<file path="src/rtl/easyaxi_slv_wr_pkg.sv">
// Shared widths, AXI encodings and write-responder FSM states for the EASYAXI write path.
// Parameter defaults and the response priority function are taken from here.
package easyaxi_slv_wr_pkg;

   localparam int AXI_ID_W   = 4;
   localparam int AXI_ADDR_W = 32;
   localparam int AXI_DATA_W = 32;
   localparam int AXI_LEN_W  = 8;
   localparam int AXI_USER_W = 4;

   localparam logic [1:0] BURST_FIXED = 2'b00;
   localparam logic [1:0] BURST_INCR  = 2'b01;
   localparam logic [1:0] BURST_WRAP  = 2'b10;

   localparam logic [1:0] RESP_OKAY   = 2'b00;
   localparam logic [1:0] RESP_SLVERR = 2'b10;
   localparam logic [1:0] RESP_DECERR = 2'b11;

   typedef enum logic [1:0] {
      ST_IDLE = 2'b00,
      ST_DATA = 2'b01,
      ST_RESP = 2'b10
   } wr_state_t;

   // A decode error outranks any slave error.
   function automatic logic [1:0] wr_resp(input logic dec_err, input logic slv_err);
      if (dec_err)      return RESP_DECERR;
      else if (slv_err) return RESP_SLVERR;
      else              return RESP_OKAY;
   endfunction

endpackage

</file>
<file path="src/rtl/easyaxi_slv_wr_mem.sv">
// Byte-enabled word storage for the write responder: async clear, one write port,
// combinational read port used for readback.
module easyaxi_slv_wr_mem #(
   parameter int DATA_W    = 32,
   parameter int MEM_DEPTH = 16,
   localparam int STRB_W   = DATA_W / 8,
   localparam int IDX_W    = $clog2(MEM_DEPTH)
) (
   input  logic              clk,
   input  logic              rst_n,
   input  logic              wr_en,
   input  logic [IDX_W-1:0]  wr_idx,
   input  logic [DATA_W-1:0] wr_data,
   input  logic [STRB_W-1:0] wr_strb,
   input  logic [IDX_W-1:0]  rd_idx,
   output logic [DATA_W-1:0] rd_data
);

   logic [DATA_W-1:0] mem [MEM_DEPTH];

   always_ff @(posedge clk or negedge rst_n) begin
      if (!rst_n) begin
         for (int i = 0; i < MEM_DEPTH; i++) mem[i] <= '0;
      end else if (wr_en) begin
         for (int b = 0; b < STRB_W; b++)
            if (wr_strb[b]) mem[wr_idx][8*b +: 8] <= wr_data[8*b +: 8];
      end
   end

   assign rd_data = mem[rd_idx];

endmodule

</file>
<file path="src/rtl/easyaxi_slv_wr.sv">
// AXI4 write-channel responder: accepts one AW burst at a time, stores W beats into a
// byte-enabled array and returns a single B response.
module easyaxi_slv_wr
   import easyaxi_slv_wr_pkg::*;
#(
   parameter int ID_W      = AXI_ID_W,
   parameter int ADDR_W    = AXI_ADDR_W,
   parameter int DATA_W    = AXI_DATA_W,
   parameter int LEN_W     = AXI_LEN_W,
   parameter int USER_W    = AXI_USER_W,
   parameter int MEM_DEPTH = 16,
   localparam int STRB_W   = DATA_W / 8,
   localparam int IDX_W    = $clog2(MEM_DEPTH)
) (
   input  logic              clk,
   input  logic              rst_n,
   input  logic              enable,
   input  logic              axi_slv_awvalid,
   output logic              axi_slv_awready,
   input  logic [ID_W-1:0]   axi_slv_awid,
   input  logic [ADDR_W-1:0] axi_slv_awaddr,
   input  logic [LEN_W-1:0]  axi_slv_awlen,
   input  logic [2:0]        axi_slv_awsize,
   input  logic [1:0]        axi_slv_awburst,
   input  logic [USER_W-1:0] axi_slv_awuser,
   input  logic              axi_slv_wvalid,
   output logic              axi_slv_wready,
   input  logic [DATA_W-1:0] axi_slv_wdata,
   input  logic [STRB_W-1:0] axi_slv_wstrb,
   input  logic              axi_slv_wlast,
   output logic              axi_slv_bvalid,
   input  logic              axi_slv_bready,
   output logic [ID_W-1:0]   axi_slv_bid,
   output logic [1:0]        axi_slv_bresp,
   output logic [USER_W-1:0] axi_slv_buser,
   input  logic [IDX_W-1:0]  dbg_raddr,
   output logic [DATA_W-1:0] dbg_rdata
);

   localparam int WS     = $clog2(STRB_W);
   localparam int WIDX_W = ADDR_W - WS;
   localparam logic [WIDX_W-1:0] DEPTH_LIM = WIDX_W'(MEM_DEPTH);

   wr_state_t         state;
   logic [WIDX_W-1:0] widx;
   logic [LEN_W-1:0]  beat;
   logic [LEN_W-1:0]  len;
   logic [1:0]        burst;
   logic              cfg_err;
   logic              dec_err;
   logic              lst_err;

   logic w_hs;
   logic last_beat;
   logic in_range;
   logic dec_nxt;
   logic lst_nxt;
   logic mem_we;

   // Reset is folded in so awready reads low for the whole reset window.
   assign axi_slv_awready = rst_n & enable & (state == ST_IDLE);
   assign axi_slv_wready  = (state == ST_DATA);

   assign w_hs      = axi_slv_wvalid & axi_slv_wready;
   assign last_beat = (beat == len);
   assign in_range  = (widx < DEPTH_LIM);
   assign dec_nxt   = dec_err | ~in_range;
   assign lst_nxt   = lst_err | (axi_slv_wlast != last_beat);
   assign mem_we    = w_hs & ~cfg_err & in_range;

   always_ff @(posedge clk or negedge rst_n) begin
      if (!rst_n) begin
         state          <= ST_IDLE;
         widx           <= '0;
         beat           <= '0;
         len            <= '0;
         burst          <= BURST_FIXED;
         cfg_err        <= 1'b0;
         dec_err        <= 1'b0;
         lst_err        <= 1'b0;
         axi_slv_bvalid <= 1'b0;
         axi_slv_bid    <= '0;
         axi_slv_bresp  <= RESP_OKAY;
         axi_slv_buser  <= '0;
      end else begin
         case (state)
            ST_IDLE: begin
               if (axi_slv_awvalid && axi_slv_awready) begin
                  axi_slv_bid   <= axi_slv_awid;
                  axi_slv_buser <= axi_slv_awuser;
                  len           <= axi_slv_awlen;
                  burst         <= axi_slv_awburst;
                  widx          <= WIDX_W'(axi_slv_awaddr >> WS);
                  beat          <= '0;
                  cfg_err       <= (axi_slv_awsize != 3'(WS)) |
                                   ((axi_slv_awburst != BURST_FIXED) && (axi_slv_awburst != BURST_INCR));
                  dec_err       <= 1'b0;
                  lst_err       <= 1'b0;
                  state         <= ST_DATA;
               end
            end
            ST_DATA: begin
               if (w_hs) begin
                  dec_err <= dec_nxt;
                  lst_err <= lst_nxt;
                  beat    <= beat + LEN_W'(1);
                  if (burst == BURST_INCR) widx <= widx + WIDX_W'(1);
                  // Termination follows the beat count; wlast only feeds the error flag.
                  if (last_beat) begin
                     axi_slv_bvalid <= 1'b1;
                     axi_slv_bresp  <= wr_resp(dec_nxt, cfg_err | lst_nxt);
                     state          <= ST_RESP;
                  end
               end
            end
            ST_RESP: begin
               if (axi_slv_bready) begin
                  axi_slv_bvalid <= 1'b0;
                  state          <= ST_IDLE;
               end
            end
            default: state <= ST_IDLE;
         endcase
      end
   end

   easyaxi_slv_wr_mem #(
      .DATA_W    (DATA_W),
      .MEM_DEPTH (MEM_DEPTH)
   ) u_mem (
      .clk     (clk),
      .rst_n   (rst_n),
      .wr_en   (mem_we),
      .wr_idx  (widx[IDX_W-1:0]),
      .wr_data (axi_slv_wdata),
      .wr_strb (axi_slv_wstrb),
      .rd_idx  (dbg_raddr),
      .rd_data (dbg_rdata)
   );

endmodule
</file>
<file path="config.mk">
export PLATFORM = sky130hd
export DESIGN_NAME = easyaxi_slv_wr
export DESIGN_NICKNAME = d
export VERILOG_FILES = /design/src/rtl/easyaxi_slv_wr_pkg.sv /design/src/rtl/easyaxi_slv_wr_mem.sv /design/src/rtl/easyaxi_slv_wr.sv
export SDC_FILE = /design/constraint.sdc
export NUM_CORES = 1
export LEC_CHECK = 0
export CAP_MARGIN = 20
export CORE_MARGIN = 1
export CORE_UTILIZATION = 45
export DETAILED_ROUTE_END_ITERATION = 12
export HOLD_SLACK_MARGIN = 0.03
export PLACE_DENSITY = 0.7
export SYNTH_ARGS = -nofsm -noshare
export SYNTH_HDL_FRONTEND = slang
export SYNTH_SLANG_ARGS = --single-unit
</file>
<file path="constraint.sdc">
create_clock -name clk -period 6.1 [get_ports clk]
set_input_delay 1.22 -clock clk [delete_from_list [all_inputs] [get_ports clk]]
set_output_delay 1.22 -clock clk [all_outputs]
set_load 0.01 [all_outputs]
</file>
Word-level counts from Yosys, hierarchy flattened
Index checks and enable logic that the tools add are counted.
{"block": "word_totals", "regBits": 576}
{"block": "classes", "n_addsub": 2, "order_cmp": 4, "eq_ne": 12, "muxes": 45, "bitwise_logic": 13, "n_reduce_logical": 13}
{"op": "512-bit 2-to-1 mux", "count": 7}
{"op": "512-bit bitwise mux", "count": 4}
{"op": "32-bit demux with 4-bit select", "count": 4}
{"op": "32-bit binary-select mux with 4-bit select", "count": 1}
{"op": "32-bit 2-to-1 mux", "count": 3}
{"op": "30-bit 2-to-1 mux", "count": 3}
{"op": "30-bit case mux with 2 select lines", "count": 1}
{"op": "30-bit by 1-bit adder with 30-bit output, second input constant", "count": 1}
{"op": "30-bit by 5-bit less-than comparator with 1-bit output, second input constant", "count": 1}
{"op": "24-bit 2-to-1 mux", "count": 1}
{"op": "8-bit 2-to-1 mux", "count": 3}
{"op": "16-bit 2-to-1 mux", "count": 1}
{"op": "8-bit case mux with 2 select lines", "count": 1}
{"op": "2-bit 2-to-1 mux", "count": 6}
{"op": "4-bit AND reduction", "count": 3}
{"op": "5-bit greater-or-equal comparator, second input constant", "count": 2}
{"op": "2-bit by 1-bit != test with 1-bit output, second input constant", "count": 5}
{"op": "4-bit inverter with 5-bit output", "count": 2}
{"op": "8-bit by 1-bit adder with 8-bit output, second input constant", "count": 1}
{"op": "8-bit == test", "count": 1}
{"op": "1-bit 2-to-1 mux", "count": 6}
{"op": "1-bit case mux with 2 select lines", "count": 3}
{"op": "2-bit case mux with 3 select lines", "count": 1}
{"op": "3-bit AND reduction", "count": 2}
{"op": "other kinds (13)", "count": 26}

Depth between registers and ports, before layout
Gate-level depths: netlist of the first run.
{"block": "logic_depth", "ltp_word": 16, "depth_mapped": 8, "ltp_nobuf": 6}

By module
Synthesis of the first run repeated with hierarchy kept, for this count alone.
{"block": "unflattened", "hier_cells": 1840, "hier_area_um2": 27037.2}
{"mod": "easyaxi_slv_wr_mem", "n_inst": 1, "cells_per_inst": 1435, "area_per_inst_um2": 23560.1, "seq_area_each_um2": 12812.3}
{"mod": "easyaxi_slv_wr", "n_inst": 1, "cells_per_inst": 405, "area_per_inst_um2": 3477.1, "seq_area_each_um2": 1601.5}

Worst setup path before layout of the first run
No wires, ideal clock.
{"block": "synth_path", "path_kind": "input-to-output", "from": "in dbg_raddr[0]", "to": "out dbg_rdata[1]", "arrival_time_ns": 2.971, "t_required_ns": 4.880, "slack_ns": 1.909, "cell_stages": 4, "cell_sequence": "buf_2 buf_1 mux4_2 mux4_2"}
{"block": "synth_between", "elab_chain_len": 4}
{"element": "start: declaration", "line": "easyaxi_slv_wr.sv:36", "text": "input logic [IDX_W-1:0] dbg_raddr,"}
{"element": "4-bit inverter with 5-bit output (not written as such)", "line": "easyaxi_slv_wr_mem.sv:30", "text": "assign rd_data = mem[rd_idx];"}
{"element": "32-bit binary-select mux with 4-bit select", "line": "easyaxi_slv_wr_mem.sv:30"}
{"element": "32-bit 2-to-1 mux (not written as such) (2 in a row)", "line": "easyaxi_slv_wr_mem.sv:30"}
{"element": "end: declaration", "line": "easyaxi_slv_wr.sv:37", "text": "output logic [DATA_W-1:0] dbg_rdata"}
Every way passes these cells. The select of a mux whose other input is x is not followed.

Final worst setup path of the first run
{"block": "layout_path", "from": "in dbg_raddr[0]", "to": "out dbg_rdata[24]"}
Same word-level chain as after synthesis.

==> impl_summary.txt, run 1 <==
----------------------------------------------------
[Outcome]
  Result of the run ... complete, but fails checks
  Failing checks ... design-rule violations

[Global route]
  GRT Max-Usage Layer ... met2
  Gr usage total ... 21.71%
  Global-route track usage on met3 ... 3.568%
  Congestion Overflow GR ... 0
  Via count of the first global-routing pass ... 17231
  Global-route wire length before repair ... 101400 um
  Antenna violations before repair ... 1
  Largest net degree at the start of global routing ... 194
  Global routing usage on met2 ... 35.41%
  Met1 capacity usage during global routing ... 29.41%

[Clock tree]
  Clock tree from TritonCTS ... done
  Hold buffers post-CTS ... 0
  Clock root buffer ... sky130_fd_sc_hd__clkbuf_16
  Clock sink count ... 576
  Post-CTS setup-driven buffer insertion count ... 0
  Clock-pin slew on the worst setup and hold paths ... 0.06 ns
  Total number of H-tree levels ... 2
  Num CTS Buffers ... 59
  Clock Latency Late Sink ... 0.62 ns
  Maximum clock insertion buffer count ... 3
  Resize count post-CTS ... 0

[Route]
  Routed wire length ... 63410 um
  Remaining antenna violation count ... 0
  Remaining DRCs ... 6
  Vias ... 15796
  Violation count after the first detailed-route iteration ... 967
  Number of vias per cell ... 5.837
  Avg WL per Cell ... 23.43 um
  First-pass iteration count of the detailed router ... 11

[Job]
  Count of max-cap constraint violations ... 0

[Pwr]
  Largest voltage drop on the vdd net ... 218.6 uV
  Int Power ... 6.587 mW
  Sequential group share of total power ... 47.1%
  Part of the power in combinational logic ... 12.8%
  Relative contribution of the clock network to total power ... 40.0%
  Switching power summed over all nets ... 2.429 mW
  Fraction of power spent switching nets ... 26.94%
  P_leak ... 15.00 nW
  Power Density ... 288.7 nW/um^2

[Logic synthesis]
  Share of synthesized flip-flops with an asynchronous set or reset ... 100.0%
  Dominant combinational cell family by area after synthesis ... multiplexers
  Post-synth EDFFs ... 0
  Instance count of the mapped netlist ... 1763
  Portion of netlist area occupied by mux cells ... 34.66%
  Synthesized-area fraction occupied by xor and xnor cells ... 0.4516%
  Post-synthesis share of cell area spent on full adders, half adders and majority gates ... 0.2304%
  Cell type with the largest total area after synthesis ... sky130_fd_sc_hd__dfrtp_1
  Avg Inst Size Synth ... 15.40 um^2
  Fraction of the mapped netlist area in compound gates ... 2.332%
  Warning count from the yosys run ... 0
  Unique masters post-synth ... 71
  Post-synthesis sequential area ratio ... 53.09%
  Cell with the most instances after synthesis ... sky130_fd_sc_hd__dfrtp_1
  Synthesized flop and latch total ... 576
  Cell area after technology mapping ... 27150 um^2
  Simple logic cell fraction of the synthesized area ... 7.364%
  Cells taking the most area after synthesis ... sky130_fd_sc_hd__dfrtp_1 53%, sky130_fd_sc_hd__mux2_2 19%, sky130_fd_sc_hd__mux4_2 13%, sky130_fd_sc_hd__nor2_8 2.0%, sky130_fd_sc_hd__mux2_1 1.9%
  Mapped Nets ... 1868
  Top cells by count, synth ... 576 x sky130_fd_sc_hd__dfrtp_1, 469 x sky130_fd_sc_hd__mux2_2, 160 x sky130_fd_sc_hd__mux4_2
  Primary flip-flop cell chosen by synthesis mapping ... sky130_fd_sc_hd__dfrtp_1
  Share of Yosys cell area claimed by the top area cell type ... 53.09%

[Timing]
  Post-Route Setup TNS ... 0 ns
  Final period util ... 80.82%
  Time the final worst path needs with I/O delays and setup ... 4.930 ns
  Final Setup Violations ... 0
  Slew of the pin with the lowest slew margin ... 1.095 ns
  Setup repair after global routing missed its margin ... no
  Hold slack final ... 0.4742 ns
  Final Hold Vio Count ... 0
  Worst slew margin relative to its limit ... 27.03%
  Skew final ... 0.02011 ns
  Final number of max-transition violations ... 0
  Max Clk Rate ... 0.2029 GHz

[Worst setup path]
  Worst endpoint required time ... 4.88 ns
  Critical path peak fanout ... 43
  Data arrival time at the worst-slack endpoint ... 3.71 ns
  Element type at the critical path start ... primary input
  Kind of end point of the critical path ... output pin
  Worst setup path category ... in2out

[Floorplan]
  Boundary pin count ... 145
  Width of the die ... 247.6 um
  Overall die area ... 61320 um^2
  Die Height ... 247.6 um
  Initial cell density of the core ... 45.74%
  Standard-cell row count ... 89
  Area of the core ... 59350 um^2

[Final layout]
  Final core utilization ... 52.62%
  Number of cells in the finished layout apart from fillers ... 2706
  # nets final ... 1994
  Share of post-route cells with drive strength above 1 ... 43.06%
  Cell area after layout ... 31230 um^2
  Area growth from synthesis to layout ... 15.02%

[Placed design]
  DP Area ... 29290 um^2
  Detailed-placement wirelength estimate ... 39640 um
  Port buffer count ... 142
  Final weighted congestion in routability-driven placement ... 0.8346
  Cell total after placement ... 2600

[Min path]
  Worst hold path class ... reg2reg

----------------------------------------------------
==> path summary, 6_finish.rpt <==
| check | startpoint | end | slack [ns] | cells after the start |
|---|---|---|---|---|
| max | dbg_raddr[0] | dbg_rdata[24] | 1.17 | 5 |
| min in group asynchronous | rst_n | axi_slv_bid[1]$_DFFE_PN0P_ | 0.51 | 1 |
| min | axi_slv_bid[1]$_DFFE_PN0P_ | axi_slv_bid[1]$_DFFE_PN0P_ | 0.47 | 2 |
| min reg2reg | axi_slv_bid[1]$_DFFE_PN0P_ | axi_slv_bid[1]$_DFFE_PN0P_ | 0.47 | 2 |
| max in group asynchronous | rst_n | u_mem.mem[497]$_DFFE_PN0P_ | 2.67 | 4 |
| max reg2reg | widx[26]$_DFFE_PN0P_ | u_mem.mem[6]$_DFFE_PN0P_ | 2.61 | 5 |
==> cells by family (layout without fill, tap and decap cells) <==
group | count (synthesis) | in the layout
compound gates | 99 | 99
xor+xnor | 14 | 14
fa+ha+maj | 5 | 5
buf+inv | 107 | 276
flops | 576 | 576
mux | 676 | 676
other cells | 0 | 1
simple gates | 286 | 286
==> routing by layer <==
layer | wire length [um] | vias to the layer above | share of wire (%)
met3 | 2956 | 123 | 4.7
met2 | 31370 | 359 | 49
li1 | - | 6866 | -
met1 | 27220 | 8448 | 43
met5 | 0 | - | 0
met4 | 1853 | 0 | 2.9
==> final cells by class <==
class / count / area (um^2)
Timing Repair Buffer: 164 / 1657
Sequential cell: 576 / 14410
Multi-Input combinational cell: 1080 / 12240
Fill cell: 4855 / 28120
Inverter: 8 / 30.03
Clock inverter: 22 / 250.2
Antenna cell: 1 / 2.502
Clock buffer: 82 / 1673
Tap cell: 773 / 967.2
==> cell usage in the layout, fill, tap and decap left out, types with 7 or more instances in the layout <==
cell / synthesis / layout
sky130_fd_sc_hd__dfrtp_1: 576 / 576
sky130_fd_sc_hd__mux2_2: 469 / 469
sky130_fd_sc_hd__inv_1: 7 / 7
sky130_fd_sc_hd__clkbuf_1: 66 / 12
sky130_fd_sc_hd__a2bb2oi_1: 7 / 7
sky130_fd_sc_hd__nand2_1: 97 / 97
sky130_fd_sc_hd__or3_1: 7 / 7
sky130_fd_sc_hd__a21oi_1: 31 / 31
sky130_fd_sc_hd__o22ai_1: 12 / 12
sky130_fd_sc_hd__nand4_1: 7 / 7
sky130_fd_sc_hd__nand3_1: 24 / 24
sky130_fd_sc_hd__nor3_1: 11 / 11
sky130_fd_sc_hd__mux4_2: 160 / 160
sky130_fd_sc_hd__clkbuf_16: 0 / 59
sky130_fd_sc_hd__o21ai_0: 21 / 21
sky130_fd_sc_hd__nor2_8: 27 / 27
sky130_fd_sc_hd__clkdlybuf4s50_1: 0 / 137
sky130_fd_sc_hd__clkinv_2: 0 / 13
sky130_fd_sc_hd__nor2_2: 24 / 24
sky130_fd_sc_hd__nor4_1: 9 / 9
sky130_fd_sc_hd__and3_1: 7 / 7
sky130_fd_sc_hd__xor2_1: 11 / 11
sky130_fd_sc_hd__nor2_4: 13 / 13
sky130_fd_sc_hd__clkbuf_8: 4 / 12
sky130_fd_sc_hd__mux2_1: 45 / 45
sky130_fd_sc_hd__nor2_1: 19 / 19
sky130_fd_sc_hd__buf_4: 1 / 16
==> registers in the layout (all words and copies together), names as in the netlist, 2 cells and up <==
signal,flops
axi_slv_bid,4
state,2
beat,8
u_mem.mem,512
widx,30
axi_slv_bresp,2
len,8
axi_slv_buser,4
burst,2
==> power by group through the flow <==
stage	sequential (mW)	combinational, mW	clock (mW)
2_1_floorplan	4.24	0.772	0
3_3_place_gp	4.30	1.12	0
3_5_place_dp	4.31	1.16	0
4_1_cts	4.24	1.16	3.69
5_1_grt	4.28	1.29	3.84
6_report	4.25	1.16	3.61
==> critical path, stage by stage <==
cell	delay, ns
sky130_fd_sc_hd__clkbuf_8	0.48
sky130_fd_sc_hd__buf_4	0.39
sky130_fd_sc_hd__mux4_2	0.55
sky130_fd_sc_hd__mux4_2	0.52
sky130_fd_sc_hd__clkdlybuf4s50_1	0.50
==> through the flow <==
stage | total power [mW] | setup WS, ns
2_1_floorplan | 5.012 | 1.909
3_3_place_gp | 5.414 | 1.117
3_5_place_dp | 5.462 | 1.111
4_1_cts | 9.088 | 1.109
5_1_grt | 9.406 | 1.023
6_report | 9.016 | 1.170
Power figures use the tool's default switching activity.
==> run 2: changes to the inputs <==
--- a/config.mk
+++ b/config.mk
@@ -10,7 +10,7 @@
 export CORE_UTILIZATION = 45
 export DETAILED_ROUTE_END_ITERATION = 12
 export HOLD_SLACK_MARGIN = 0.03
-export PLACE_DENSITY = 0.7
+export PLACE_DENSITY = 0.72
 export SYNTH_ARGS = -nofsm -noshare
 export SYNTH_HDL_FRONTEND = slang
 export SYNTH_SLANG_ARGS = --single-unit
==> constraint.sdc (replaced) <==
create_clock -name clk -period 4.4 [get_ports clk]
set_input_delay 0.88 -clock clk [delete_from_list [all_inputs] [get_ports clk]]
set_output_delay 0.88 -clock clk [all_outputs]
set_load 0.01 [all_outputs]
==> impl_summary.txt, run 2 (synthesis results as in run 1) <==
----------------------------------------------------
[Timing]
  Worst slew margin relative to its limit ... 28.46%
  Skew final ... 0.02537 ns
  Final period util ... 91.85%
  Slew of the pin with the lowest slew margin ... 1.073 ns
  Post-Route Setup TNS ... 0 ns
  Final number of max-transition violations ... 0
  Final Setup Violations ... 0
  Final Hold Vio Count ... 0
  Max Clk Rate ... 0.2474 GHz
  Setup repair after global routing missed its margin ... no
  Time the final worst path needs with I/O delays and setup ... 4.042 ns

[Outcome]
  Failing checks ... design-rule violations
  Result of the run ... complete, but fails checks

[Worst setup path]
  Endpoint of the worst setup timing path ... dbg_rdata[16]
  Element type at the critical path start ... primary input
  CP peak stage delay ... 0.54 ns
  Chain of cells forming the critical path ... clkbuf_8 > buf_12 > mux4_2 > mux4_2 > clkdlybuf4s50_1
  Critical path peak fanout ... 25
  Kind of end point of the critical path ... output pin
  Data arrival time at the worst-slack endpoint ... 3.16 ns
  Crit path launch ... dbg_raddr[0]
  Critical register-to-register path startpoint ... widx[26]$_DFFE_PN0P_
  Worst R2R Path Depth ... 5
  Worst setup path category ... in2out
  Reg2reg setup slack ... 1.09 ns
  Cell with the largest stage delay on the worst path ... sky130_fd_sc_hd__mux4_2
  Capture point of the worst reg-to-reg path ... u_mem.mem[466]$_DFFE_PN0P_
  Worst endpoint required time ... 3.52 ns
  Most common cell on crit path ... sky130_fd_sc_hd__mux4_2

[Final layout]
  Final core utilization ... 53.06%
  Number of flip-flops in the largest register ... 512
  Commonest cells after routing, fill and taps aside ... 576 x sky130_fd_sc_hd__dfrtp_1, 469 x sky130_fd_sc_hd__mux2_2, 160 x sky130_fd_sc_hd__mux4_2
  Share of post-route cells with drive strength above 1 ... 43.57%
  Area growth from synthesis to layout ... 15.99%
  Leading cell type in the layout, fill and taps excluded ... sky130_fd_sc_hd__dfrtp_1
  # nets final ... 2006
  Largest register by flop count ... u_mem.mem
  Biggest registers after layout ... u_mem.mem (512), widx (30)

[Floorplan]
  Standard-cell row count ... 89
  Boundary pin count ... 145
  Overall die area ... 61320 um^2
  Width of the die ... 247.6 um
  Area of the core ... 59350 um^2
  Die Height ... 247.6 um
  Initial cell density of the core ... 45.74%

[Global route]
  Largest net degree at the start of global routing ... 194
  Via count of the first global-routing pass ... 17391
  Congestion Overflow GR ... 0
  Gr usage total ... 21.44%
  Global-route wire length before repair ... 100800 um
  Antenna violations before repair ... 3

[Clock tree]
  Resize count post-CTS ... 0
  Hold buffers post-CTS ... 0
  Clock root buffer ... sky130_fd_sc_hd__clkbuf_16
  Clock Latency Late Sink ... 0.63 ns
  Total number of H-tree levels ... 2
  Num CTS Buffers ... 60
  Clock sink count ... 576
  Maximum clock insertion buffer count ... 3
  Clock-pin slew on the worst setup and hold paths ... 0.06 ns
  Clock tree from TritonCTS ... done
  Post-CTS setup-driven buffer insertion count ... 0

[Route]
  Avg WL per Cell ... 23.17 um
  Number of vias per cell ... 5.848
  Violation count after the first detailed-route iteration ... 915
  Vias ... 15953
  Routed wire length ... 63200 um
  First-pass iteration count of the detailed router ... 9
  Remaining DRCs ... 12
  Remaining antenna violation count ... 0

[Job]
  Count of max-cap constraint violations ... 0

[Pwr]
  P_leak ... 15.11 nW
  Power Density ... 402.5 nW/um^2
  Largest voltage drop on the vdd net ... 392.0 uV

[Placed design]
  Port buffer count ... 142
  Detailed-placement wirelength estimate ... 39840 um
  Final weighted congestion in routability-driven placement ... 0.8513

[Min path]
  Worst hold path class ... in2async

----------------------------------------------------
run 2: changes by cell type in the layout (fill, tap and decap cells not counted):
| cell | previous run | this run |
|---|---|---|
| sky130_fd_sc_hd__clkinvlp_4 | 0 | 5 |
| sky130_fd_sc_hd__inv_6 | 4 | 2 |
| sky130_fd_sc_hd__clkbuf_16 | 59 | 61 |
| sky130_fd_sc_hd__diode_2 | 1 | 4 |
| sky130_fd_sc_hd__buf_12 | 5 | 11 |
| sky130_fd_sc_hd__clkinv_2 | 13 | 12 |
| sky130_fd_sc_hd__buf_8 | 2 | 1 |
| sky130_fd_sc_hd__clkbuf_8 | 12 | 14 |
| sky130_fd_sc_hd__clkinv_4 | 0 | 1 |
| sky130_fd_sc_hd__buf_4 | 16 | 22 |
| sky130_fd_sc_hd__clkbuf_1 | 12 | 13 |
run 2: area by class of cell:
| type | count | area [um^2] |
|---|---|---|
| fillers | 4818 | 27860 |
| flip-flops and latches | 576 | 14410 |
| multi-input cells | 1080 | 12240 |
| repair buffers | 175 | 1807 |
| clock buffers | 87 | 1754 |
| well taps | 773 | 967.2 |
| clock inverters | 25 | 274.0 |
| inverters | 8 | 30.03 |
| diodes | 4 | 10.01 |
run 2: per-layer routing:
layer  wire, um  global-route usage, %
met4       1800                  6.929
met1      27100                  28.61
met5          0                      0
met3       2828                  3.568
met2      31480                  35.75
run 2: critical path: cells and delay by family:
family | cells | cell delay, ns
mux | 2 | 1.06
buf+inv | 3 | 1.14
run 2: where the power goes:
group / total, mW / internal [mW] / switching [mW]
Sequential: 5.90 / 5.56 / 0.332
Combinational: 1.61 / 0.645 / 0.968
Clock: 5.17 / 3.05 / 2.11
Total: 12.7 / 9.26 / 3.41
run 2: worst min path at each step:
stage                                      start                            to  slack (ns)  cells past startpoint
finish                                     rst_n    axi_slv_bid[2]$_DFFE_PN0P_         0.1                      1
global route                               rst_n    axi_slv_bid[0]$_DFFE_PN0P_        0.09                      1
CTS                                        rst_n    axi_slv_bid[2]$_DFFE_PN0P_        0.08                      1
detailed placement  axi_slv_buser[2]$_DFFE_PN0P_  axi_slv_buser[2]$_DFFE_PN0P_        0.47                      2
global placement            burst[0]$_DFFE_PN0P_          burst[0]$_DFFE_PN0P_        0.46                      2
floorplan                   burst[0]$_DFFE_PN0P_          burst[0]$_DFFE_PN0P_        0.44                      2
run 2: metrics by stage:
step | hold slack [ns] | power [mW] | worst slack [ns] | instance area, um^2 | cells
6_report | 0.09852 | 12.68 | 0.3584 | 31490 | 2728
2_1_floorplan | 0.4379 | 6.949 | 0.8889 | 27150 | 1763
4_1_cts | 0.07579 | 12.80 | 0.3292 | 31480 | 2724
3_3_place_gp | 0.4563 | 7.517 | 0.3517 | 29450 | 2612
3_5_place_dp | 0.4661 | 7.598 | 0.3404 | 29450 | 2612
5_1_grt | 0.09238 | 13.21 | 0.2882 | 31490 | 2727
